## config.mk

```make
export PLATFORM = sky130hd
export DESIGN_NAME = pll_phase_step_ctrl
export DESIGN_NICKNAME = d
export VERILOG_FILES = /design/src/rtl/pll_phase_pkg.sv /design/src/rtl/pll_lock_sync.sv /design/src/rtl/pll_phase_step_ctrl.sv
export SDC_FILE = /design/constraint.sdc
export NUM_CORES = 1
export LEC_CHECK = 0
export CORE_MARGIN = 2
export CORE_UTILIZATION = 45
export CTS_CLUSTER_DIAMETER = 100
export DETAILED_ROUTE_END_ITERATION = 7
export DONT_BUFFER_PORTS = 1
export HOLD_SLACK_MARGIN = 0.12
export PLACE_DENSITY = 0.6
export SYNTH_ARGS = -nofsm -noshare
export SYNTH_HDL_FRONTEND = slang
export SYNTH_SLANG_ARGS = --single-unit
```

## constraint.sdc

```tcl
create_clock -name clk -period 1.5 [get_ports clk]
set_clock_uncertainty 0.05 [all_clocks]
set_input_delay 0.3 -clock clk [delete_from_list [all_inputs] [get_ports clk]]
set_output_delay 0.3 -clock clk [all_outputs]
set_load 0.01 [all_outputs]
```

## src/rtl/pll_phase_pkg.sv

```systemverilog
// Shared types and constants for the PLL dynamic phase-step sequencer.
// Optional build macro PLL_PHASE_IRQ_EN is consumed by pll_phase_step_ctrl.
package pll_phase_pkg;

  typedef enum logic [2:0] {
    IDLE      = 3'd0,
    SETUP     = 3'd1,
    STEP      = 3'd2,
    WAIT_LOW  = 3'd3,
    WAIT_HIGH = 3'd4,
    NEXT      = 3'd5
  } state_e;

  localparam logic [2:0] ADDR_STATUS = 3'd0;
  localparam logic [2:0] ADDR_CMD    = 3'd1;
  localparam logic [2:0] ADDR_REMAIN = 3'd2;

  localparam int STS_BUSY = 0;
  localparam int STS_LOCK = 1;
  localparam int STS_DONE = 2;
  localparam int STS_REJ  = 3;
  localparam int STS_TMO  = 4;
  localparam int STS_LOST = 5;

  localparam int CMD_SEL_LSB = 0;
  localparam int CMD_SEL_W   = 3;
  localparam int CMD_UPDOWN  = 3;
  localparam int CMD_CNT_LSB = 4;
  localparam int CMD_CNT_W   = 8;
  localparam int CMD_W       = 12;
  localparam int CMD_IEN     = 15;

  // Field order matches STATUS bits 5..2 so the W1C mask maps directly.
  typedef struct packed {
    logic lock_lost;
    logic timeout_err;
    logic cmd_rej;
    logic done;
  } sticky_t;

  function automatic logic [CMD_CNT_W-1:0] cmd_count(input logic [CMD_W-1:0] c);
    return c[CMD_CNT_LSB +: CMD_CNT_W];
  endfunction

endpackage

```

## src/rtl/pll_lock_sync.sv

```systemverilog
// Two-flop synchronizer for the PLL locked indication, cleared to 0 on reset.
module pll_lock_sync (
  input  logic clk,
  input  logic areset_n,
  input  logic async_i,
  output logic sync_o
);

  logic [1:0] sync_q;

  always_ff @(posedge clk or negedge areset_n) begin
    if (!areset_n) begin
      sync_q <= 2'b00;
    end else begin
      sync_q <= {sync_q[0], async_i};
    end
  end

  assign sync_o = sync_q[1];

endmodule

```

## src/rtl/pll_phase_step_ctrl.sv

```systemverilog
// Avalon-MM sequencer driving the altpll dynamic phase-shift handshake.
// Define PLL_PHASE_IRQ_EN to add the irq output and the busy-writable CMD[15] enable.
module pll_phase_step_ctrl
  import pll_phase_pkg::*;
#(
  parameter int unsigned STEP_PULSE_CYCLES = 2,
  parameter int unsigned TIMEOUT_CYCLES    = 1023,
  parameter int unsigned TMR_W             = 10
) (
  input  logic        clk,
  input  logic        areset_n,
  input  logic [2:0]  address,
  input  logic        chipselect,
  input  logic        read,
  input  logic        write,
  input  logic [15:0] writedata,
  output logic [15:0] readdata,
  input  logic        pll_locked,
  input  logic        pll_phasedone,
  output logic        pll_phasestep,
  output logic        pll_phaseupdown,
  output logic [2:0]  pll_phasecounterselect
`ifdef PLL_PHASE_IRQ_EN
  ,
  output logic        irq
`endif
);

  localparam int unsigned PULSE_W = $clog2(STEP_PULSE_CYCLES);
  localparam logic [PULSE_W-1:0] PULSE_LAST = PULSE_W'(STEP_PULSE_CYCLES - 1);
  localparam logic [TMR_W-1:0]   TMR_LAST   = TMR_W'(TIMEOUT_CYCLES - 1);

  logic lock_s;

  pll_lock_sync u_lock_sync (
    .clk      (clk),
    .areset_n (areset_n),
    .async_i  (pll_locked),
    .sync_o   (lock_s)
  );

  state_e                 state_q, state_d;
  logic [PULSE_W-1:0]     pulse_q, pulse_d;
  logic [TMR_W-1:0]       tmr_q, tmr_d;
  logic [CMD_CNT_W-1:0]   remain_q, remain_d;
  logic [CMD_W-1:0]       cmd_q, cmd_d;
  logic [CMD_SEL_W-1:0]   sel_q, sel_d;
  logic                   updown_q, updown_d;
  sticky_t                sticky_q, sticky_d, sticky_set, sticky_clr;

  logic             cmd_wr, sts_wr, cmd_ok, cmd_rej;
  logic [CMD_W-1:0] wr_cmd;
  logic [15:0]      cmd_rd;
  logic             unused_bits;

  assign wr_cmd = writedata[CMD_W-1:0];
  assign cmd_wr = chipselect && write && (address == ADDR_CMD);
  assign sts_wr = chipselect && write && (address == ADDR_STATUS);
  assign cmd_ok = cmd_wr && (state_q == IDLE) && lock_s && (cmd_count(wr_cmd) != '0);
`ifdef PLL_PHASE_IRQ_EN
  // A busy-time CMD write only retargets the interrupt enable, so it is not a rejection.
  assign cmd_rej = cmd_wr && (state_q == IDLE) && !cmd_ok;
`else
  assign cmd_rej = cmd_wr && !cmd_ok;
`endif

  // Reads have no side effects, and CMD[14:12] never holds state.
  assign unused_bits = ^{read, writedata[15:CMD_W]};

  // NOTE: every always_comb output gets a default before any branch, so no path can infer a latch.
  always_comb begin
    state_d    = state_q;
    pulse_d    = '0;
    tmr_d      = '0;
    remain_d   = remain_q;
    cmd_d      = cmd_q;
    sel_d      = sel_q;
    updown_d   = updown_q;
    sticky_set = '0;
    sticky_set.cmd_rej = cmd_rej;

    if (cmd_ok) begin
      cmd_d    = wr_cmd;
      remain_d = cmd_count(wr_cmd);
    end

    unique case (state_q)
      IDLE: if (cmd_ok) state_d = SETUP;
      SETUP: begin
        sel_d    = cmd_q[CMD_SEL_LSB +: CMD_SEL_W];
        updown_d = cmd_q[CMD_UPDOWN];
        state_d  = STEP;
      end
      STEP: begin
        if (pulse_q == PULSE_LAST) state_d = WAIT_LOW;
        else                       pulse_d = pulse_q + 1'b1;
      end
      WAIT_LOW: begin
        if (!pll_phasedone) begin
          state_d = WAIT_HIGH;
        end else if (tmr_q >= TMR_LAST) begin
          state_d = IDLE;
          sticky_set.timeout_err = 1'b1;
        end else begin
          tmr_d = tmr_q + 1'b1;
        end
      end
      WAIT_HIGH: begin
        if (pll_phasedone) begin
          state_d = NEXT;
        end else if (tmr_q >= TMR_LAST) begin
          state_d = IDLE;
          sticky_set.timeout_err = 1'b1;
        end else begin
          tmr_d = tmr_q + 1'b1;
        end
      end
      NEXT: begin
        if (remain_q != '0) remain_d = remain_q - 1'b1;
        if (remain_q <= 8'd1) begin
          state_d = IDLE;
          sticky_set.done = 1'b1;
        end else begin
          state_d = STEP;
        end
      end
      default: state_d = IDLE;
    endcase

    // Losing lock overrides any step in flight; the unfinished count stays readable.
    if ((state_q != IDLE) && !lock_s) begin
      state_d    = IDLE;
      remain_d   = remain_q;
      sticky_set.done        = 1'b0;
      sticky_set.timeout_err = 1'b0;
      sticky_set.lock_lost   = 1'b1;
    end
  end

  always_comb begin
    sticky_clr = sts_wr ? sticky_t'(writedata[STS_LOST:STS_DONE]) : '0;
    sticky_clr.done = sticky_clr.done | cmd_ok;
    // Set is OR-ed after the clear so a same-cycle set wins.
    sticky_d = sticky_set | (sticky_q & ~sticky_clr);
  end

  // NOTE: state registers use non-blocking assignments so every flop samples pre-edge values.
  always_ff @(posedge clk or negedge areset_n) begin
    if (!areset_n) begin
      state_q  <= IDLE;
      pulse_q  <= '0;
      tmr_q    <= '0;
      remain_q <= '0;
      cmd_q    <= '0;
      sel_q    <= '0;
      updown_q <= 1'b0;
      sticky_q <= '0;
    end else begin
      state_q  <= state_d;
      pulse_q  <= pulse_d;
      tmr_q    <= tmr_d;
      remain_q <= remain_d;
      cmd_q    <= cmd_d;
      sel_q    <= sel_d;
      updown_q <= updown_d;
      sticky_q <= sticky_d;
    end
  end

`ifdef PLL_PHASE_IRQ_EN
  logic ien_q, ien_d, irq_q;

  always_comb begin
    ien_d = ien_q;
    if (cmd_ok || (cmd_wr && (state_q != IDLE))) ien_d = writedata[CMD_IEN];
  end

  always_ff @(posedge clk or negedge areset_n) begin
    if (!areset_n) begin
      ien_q <= 1'b0;
      irq_q <= 1'b0;
    end else begin
      ien_q <= ien_d;
      irq_q <= ien_q && (sticky_q.done || sticky_q.timeout_err || sticky_q.lock_lost);
    end
  end

  assign irq    = irq_q;
  assign cmd_rd = {ien_q, 3'b000, cmd_q};
`else
  assign cmd_rd = {4'b0000, cmd_q};
`endif

  always_comb begin
    readdata = '0;
    case (address)
      ADDR_STATUS: readdata = {10'b0, sticky_q, lock_s, (state_q != IDLE)};
      ADDR_CMD:    readdata = cmd_rd;
      ADDR_REMAIN: readdata = {8'b0, remain_q};
      default:     readdata = '0;
    endcase
  end

  // Gated by lock_s so the pulse drops in the very cycle lock loss is seen.
  assign pll_phasestep          = (state_q == STEP) && lock_s;
  assign pll_phaseupdown        = updown_q;
  assign pll_phasecounterselect = sel_q;

endmodule

```

## Word level (Yosys, flattened, before mapping)

Index checks and enable logic that the tools add are counted.

| storage, ports and cells | value |
|---|---|
| bits in latches | 0 |
| bits of input ports | 26 |
| output and inout port bits | 21 |
| logic and storage cells | 74 |
| memory bits (writable) | 0 |
| memories kept | 0 |
| register bits after elaboration | 44 |
| bits in read-only memories | 0 |

| operators by class | value |
|---|---|
| order comparisons | 2 |
| reductions and logical operators | 17 |
| multiply operators | 0 |
| equality and inequality tests | 9 |
| add/subtract/negate cells | 3 |
| div/mod/pow operators | 0 |
| bitwise logic cells | 4 |
| mux-type cells | 27 |
| shifts and indexed selects | 0 |

Operators with widths:

| operator | number |
|---|---|
| 12-bit case mux with 3 select lines | 1 |
| 10-bit two-way mux | 3 |
| 8-bit two-way mux | 3 |
| 10-bit case mux with 2 select lines | 1 |
| 3-bit two-way mux | 6 |
| 3-bit case mux with 6 select lines | 1 |
| 8-bit nonzero test | 2 |
| 10-bit by 1-bit adder with 10-bit output, second input constant | 1 |
| 10-bit greater-or-equal comparator, second input constant | 1 |
| 3-bit by 2-bit == test with 1-bit output, second input constant | 3 |
| 1-bit logical AND | 9 |
| 8-bit by 1-bit <= comparator with 1-bit output, second input constant | 1 |
| 1-bit two-way mux | 8 |
| 8-bit by 1-bit subtractor with 8-bit output, second input constant | 1 |
| 3-bit by 1-bit == test with 1-bit output, second input constant | 2 |
| 3-bit == test, second input constant | 2 |
| 3-bit zero test | 2 |
| 4-bit bitwise AND | 1 |
| 2-bit two-way mux | 2 |
| 4-bit two-way mux | 1 |
| 4-bit NOT | 1 |
| 4-bit bitwise OR | 1 |
| 3-bit by 2-bit inequality test with 1-bit output, second input constant | 1 |
| 3-bit inequality test, second input constant | 1 |
| other kinds (6) | 7 |

## Longest topological paths before layout

| depth | value |
|---|---|
| word-level depth | 9 |
| gate-level depth with buffers | 8 |
| mapped depth without buffers | 6 |

## Modules after synthesis

Synthesis repeated with hierarchy kept, for this count alone.

| unflattened totals | value |
|---|---|
| cells, all modules | 246 |
| area total of the unflattened synthesis | 2481.1 um2 |

By module, submodules not included:

| module | cells each | area each (um2) | seq. area each (um2) | times used |
|---|---|---|---|---|
| pll_phase_step_ctrl | 244 | 2431.1 | 1051.0 | 1 |
| pll_lock_sync | 2 | 50.0 | 50.0 | 1 |

## Worst setup path after synthesis

Ideal clock, no wire load.

| timing path | value |
|---|---|
| kind | input to register |
| start | in address[1] |
| end | reg cmd_q[0] |
| data required time | 1.325 ns |
| setup time | 0.125 ns |
| cell stages on the path | 5 |
| buffers on the path | 1 |
| arrival time | 1.546 ns |
| path slack | -0.221 ns |
| cells stage by stage | or3b_1 > a211oi_2 > and3_4 > buf_6 > mux2_4 |

| on the way | value |
|---|---|
| cells in the longest elaborated chain, start to end | 5 |

Ends and longest elaborated chain:

| element | line | text |
|---|---|---|
| from (decl) | pll_phase_step_ctrl.sv:12 | `input logic [2:0] address,` |
| 3-bit by 1-bit == test with 1-bit output | pll_phase_step_ctrl.sv:57 | `assign cmd_wr = chipselect && write && (address == ADDR_CMD);` |
| 1-bit logical AND | pll_phase_step_ctrl.sv:57 |  |
| 1-bit logical AND (3 in a row) | pll_phase_step_ctrl.sv:59 | `assign cmd_ok = cmd_wr && (state_q == IDLE) && lock_s && (cmd_count(wr_cmd) != '0);` |
| to (signal assigned) | pll_phase_step_ctrl.sv:163 | `cmd_q <= cmd_d;` |
| to (decl) | pll_phase_step_ctrl.sv:46 | `logic [CMD_W-1:0] cmd_q, cmd_d;` |

Every way passes these cells.
A chain may end at the register's enable or synchronous reset.

## Worst setup path in the final report

| timing path | value |
|---|---|
| start | reg state_q[2] |
| end | out pll_phasestep |

| on the way | value |
|---|---|
| cells in the longest elaborated chain, start to end | 2 |

Ends and longest elaborated chain:

| element | line | text |
|---|---|---|
| from (decl) | pll_phase_step_ctrl.sv:42 | `state_e state_q, state_d;` |
| from (signal assigned) | pll_phase_step_ctrl.sv:159 | `state_q <= state_d;` |
| 3-bit by 2-bit == test with 1-bit output | pll_phase_step_ctrl.sv:205 | `assign pll_phasestep = (state_q == STEP) && lock_s;` |
| 1-bit logical AND | pll_phase_step_ctrl.sv:205 |  |
| to (decl) | pll_phase_step_ctrl.sv:20 | `output logic pll_phasestep,` |

Every way passes these cells.

==> impl_results.md <==
- Status: finished, violations left
- Max H-tree Level: 2
- Simple-gate portion of the synthesized area: 23.4%
- Prevailing post-synth register cell: dfrtp_1
- Vias: 2,158
- Initial antenna violation count: 0
- Die X: 78.0 um
- P&R area growth vs syn: 51.2%
- Synth top area share: 44.7%
- Netlist cell types: 57
- Worst-skew pair later-pin latency: 0.30 ns
- CP dominant cell by count: buf_4
- Leakage power: 1.64 nW
- Final worst setup slack: -0.326 ns
- Via density: 5.46
- Wire length of the first global-routing pass: 10,700 um
- PortBufs: 0
- Internal power: 2.56 mW
- Met2 Wirelength: 3320 um
- Ant. Diodes: 0
- Cts bufs inserted: 5
- Pins Over Slew Limit: 0
- FFs w/ async S/R, synth: 100%
- TritonCTS Sinks: 44
- Commonest non-fill, non-tap cell in the layout: buf_4
- Hold violation count in the final report: 0
- Layout cells sized above 1: 50.2%
- Num ports: 47
- Hold crit path type: input port to register
- Seq pwr share: 42.1%
- Placed Instance Area: 0.00290 mm^2
- Post-DRT Antenna Nets: 0
- Synth Area in Compound Gates: 13.5%
- Post-synthesis register bit count: 44
- Syn avg cell area: 9.96 um^2
- R2R cell count: 7
- CP Cell Sequence: buf_4, buf_12, nand2b_4, nor3b_2, buf_4
- Pre-antenna DRT Iters: 4
- Clk pwr share: 25.0%
- Synth Cell Area: 0.00246 mm^2
- Fmax: 0.548 GHz
- Sequential area share after synthesis: 44.7%
- Net Sw Power: 1.15 mW
- Dpl cells: 355
- Crit start category: register
- Die Area: 0.00608 mm^2
- Initial drt markers: 81
- Hold Slack: 0.131 ns
- Required time of the critical path: 1.15 ns
- Final Setup Violations: 29
- Minimum clock period: 1.83 ns
- Total chip power: 3.71 mW
- Worst Setup End Kind: output pin
- Multi-input logic area: 0.00164 mm^2
- Post-layout nets: 355
- Adder-cell share of the synthesized area: 2.54%
- Sw frac: 31.0%
- Ranking of synthesized cells by area: dfrtp_1 45%, nor2_1 4.6%, mux2_4 4.3%, nand2_1 3.7%, nand3_1 2.6%
- CTS tree: done
- Initial Util: 47.3%
- Vias in the first global route: 2,125
- FF-to-FF End: remain_q[1]
- Wire per inst: 16.8 um
- Most frequent cells in the layout: 45 x buf_4, 43 x dfrtp_1, 18 x buf_6
- Top Metal Used: met4
- Clk slew on worst S/H paths: 0.09 ns
- Yosys warns: 0
- WL final: 6650 um
- GP Congestion: 0.859
- HP Start: writedata[4]
- Clock root buffer: clkbuf_8
- Mux cell area share after synthesis: 8.59%
- Hold EP: sticky_q[2]
- Worst endpoint data arrival time: 1.48 ns
- Comb pwr share: 32.9%
- Design area: 0.00372 mm^2
- Die Height: 78.0 um
- # Max-Cap Violations: 0
- Cell Rows: 26
- CP max-delay cell: dfrtp_1
- Largest family of logic cells by synthesized area: simple AND/OR/NAND/NOR gates
- Clk buf depth: 2
- RSZ-0062 raised after global routing: yes
- EDFF count, synth: 0
- PwrDens: 997 mW/mm^2
- Routed length on met1: 3010 um
- CP Buf/Inv Count: 3
- CP peak stage delay: 0.42 ns
- Pin count of the biggest net entering global routing: 45
- CORE AREA: 0.00520 mm^2
- Final Cycle Share: 122%
- R2r startpoint: state_q[1]
- Post-Synth XOR/XNOR Area: 2.49%
- Maximum fanout along the worst path: 9
- Post-Syn Instances: 247
- Critical path class: register to output pin
- Yosys top cell by area: dfrtp_1
- Fill cells: 349
- DR WL met3: 259 um
- Gr ovfl total: 0
- DP HPWL: 4530 um
- Register-to-register setup slack: -0.27 ns
- Peak VDD IR: 0.000780 V
- Register area: 0.00110 mm^2
- DRC viols: 0
- Setup TNS: -5.16 ns
- Delay-heaviest family, CP: buffers and inverters
- Hold path depth: 3
- Final cell count without fillers: 395
- Failing checks: negative setup slack
- GR Util All Layers: 22.2%
[power by group through the flow]
stage | Clock [mW] | Combinational [mW] | Sequential, mW
2_1_floorplan | 0 | 0.521 | 1.57
3_3_place_gp | 0 | 0.833 | 1.57
3_5_place_dp | 0 | 0.848 | 1.58
4_1_cts | 0.957 | 1.03 | 1.56
5_1_grt | 0.987 | 1.33 | 1.59
6_report | 0.927 | 1.22 | 1.56
[metal layers]
| metal | global-route usage, % | up-vias |
|---|---|---|
| met1 | 30.2 | 1066 |
| met2 | 37.3 | 50 |
| met3 | 4.07 | 10 |
| met4 | 4.21 | 0 |
| met5 | 0 | - |
| li1 | - | 1032 |
[worst max-delay path by stage]
stage | startpoint | endpoint | slack, ns | cells after the start
3_5_place_dp | address[1] | cmd_q[0] | -0.22 | 5
2_1_floorplan | address[1] | cmd_q[0] | -0.15 | 5
3_3_place_gp | address[1] | cmd_q[0] | -0.20 | 5
4_1_cts | state_q[0] | readdata[0] | -0.39 | 6
5_1_grt | state_q[2] | pll_phasestep | -0.42 | 5
6_report | state_q[2] | pll_phasestep | -0.33 | 5
[tightest hold or removal path, delay by kind of cell]
| kind | cells | cell delay [ns] |
|---|---|---|
| AND/OR/NAND/NOR | 2 | 0.09 |
| AO/OA/AOI/OAI | 1 | 0.06 |
[logic make-up (layout without fill, tap and decap cells)]
group                      after synthesis  count (layout)
xor gates and xnor gates                 7               7
muxes                                   17              17
AOI/OAI and AO/OA                       47              47
adders and majority gates                5               5
and+or+nand+nor                        106             107
buffers and inverters                   20              94
DFF                                     44              44
other                                    1               4
[synthesized netlist by cell type (2+ instances only)]
master and instances:
a21oi_1 11, a22oi_1 3, a2bb2oi_1 2, a31o_2 2
a41oi_1 2, and2_1 4, and3_1 2, and4_1 2
buf_2 6, buf_4 6, clkbuf_1 2, dfrtp_1 44
ha_1 5, inv_1 5, mux2_2 5, mux2_4 7
mux2i_1 5, nand2_1 24, nand2b_1 3, nand3_1 13
nand4_1 2, nand4b_1 2, nor2_1 30, nor2b_1 3
nor3_1 2, nor3b_1 2, nor4_1 4, o211ai_1 4
o21ai_0 9, or2_2 2, or3_1 3, xor2_1 6
[registers in the layout (all words and copies together) (netlist names)]
| signal | flops |
|---|---|
| pll_phaseupdown | 1 |
| pulse_q | 1 |
| remain_q | 8 |
| sticky_q | 4 |
| pll_phasecounterselect | 3 |
| tmr_q | 10 |
| state_q | 3 |
| u_lock_sync.sync_q | 2 |
| cmd_q | 12 |
[per-stage QoR]
step	utilization, %	setup slack [ns]
floorplan	-	-0.149
global route	71.5	-0.416
detailed placement	55.8	-0.216
CTS	64.7	-0.392
global placement	55.8	-0.196
finish	71.5	-0.326
[timing repair]
item / 4_1_cts / 5_1_grt
setup buffers: 7 / 9
gates resized for setup: 38 / 74
gates cloned: 1 / 1
endpoints found under the hold margin: 58 / 2
hold buffers: 14 / 1
endpoints found under the setup margin: 45 / 48
pin swaps: 12 / 24
[cell type report]
type,instances,area share [%]
Inverter,5,0.504
Tap cell,70,2.35
Timing Repair Buffer,81,20.5
Multi-Input combinational cell,187,44.0
Clock buffer,5,1.85
Clock inverter,3,1.14
Sequential cell,44,29.6
Power figures use the tool's default switching activity.
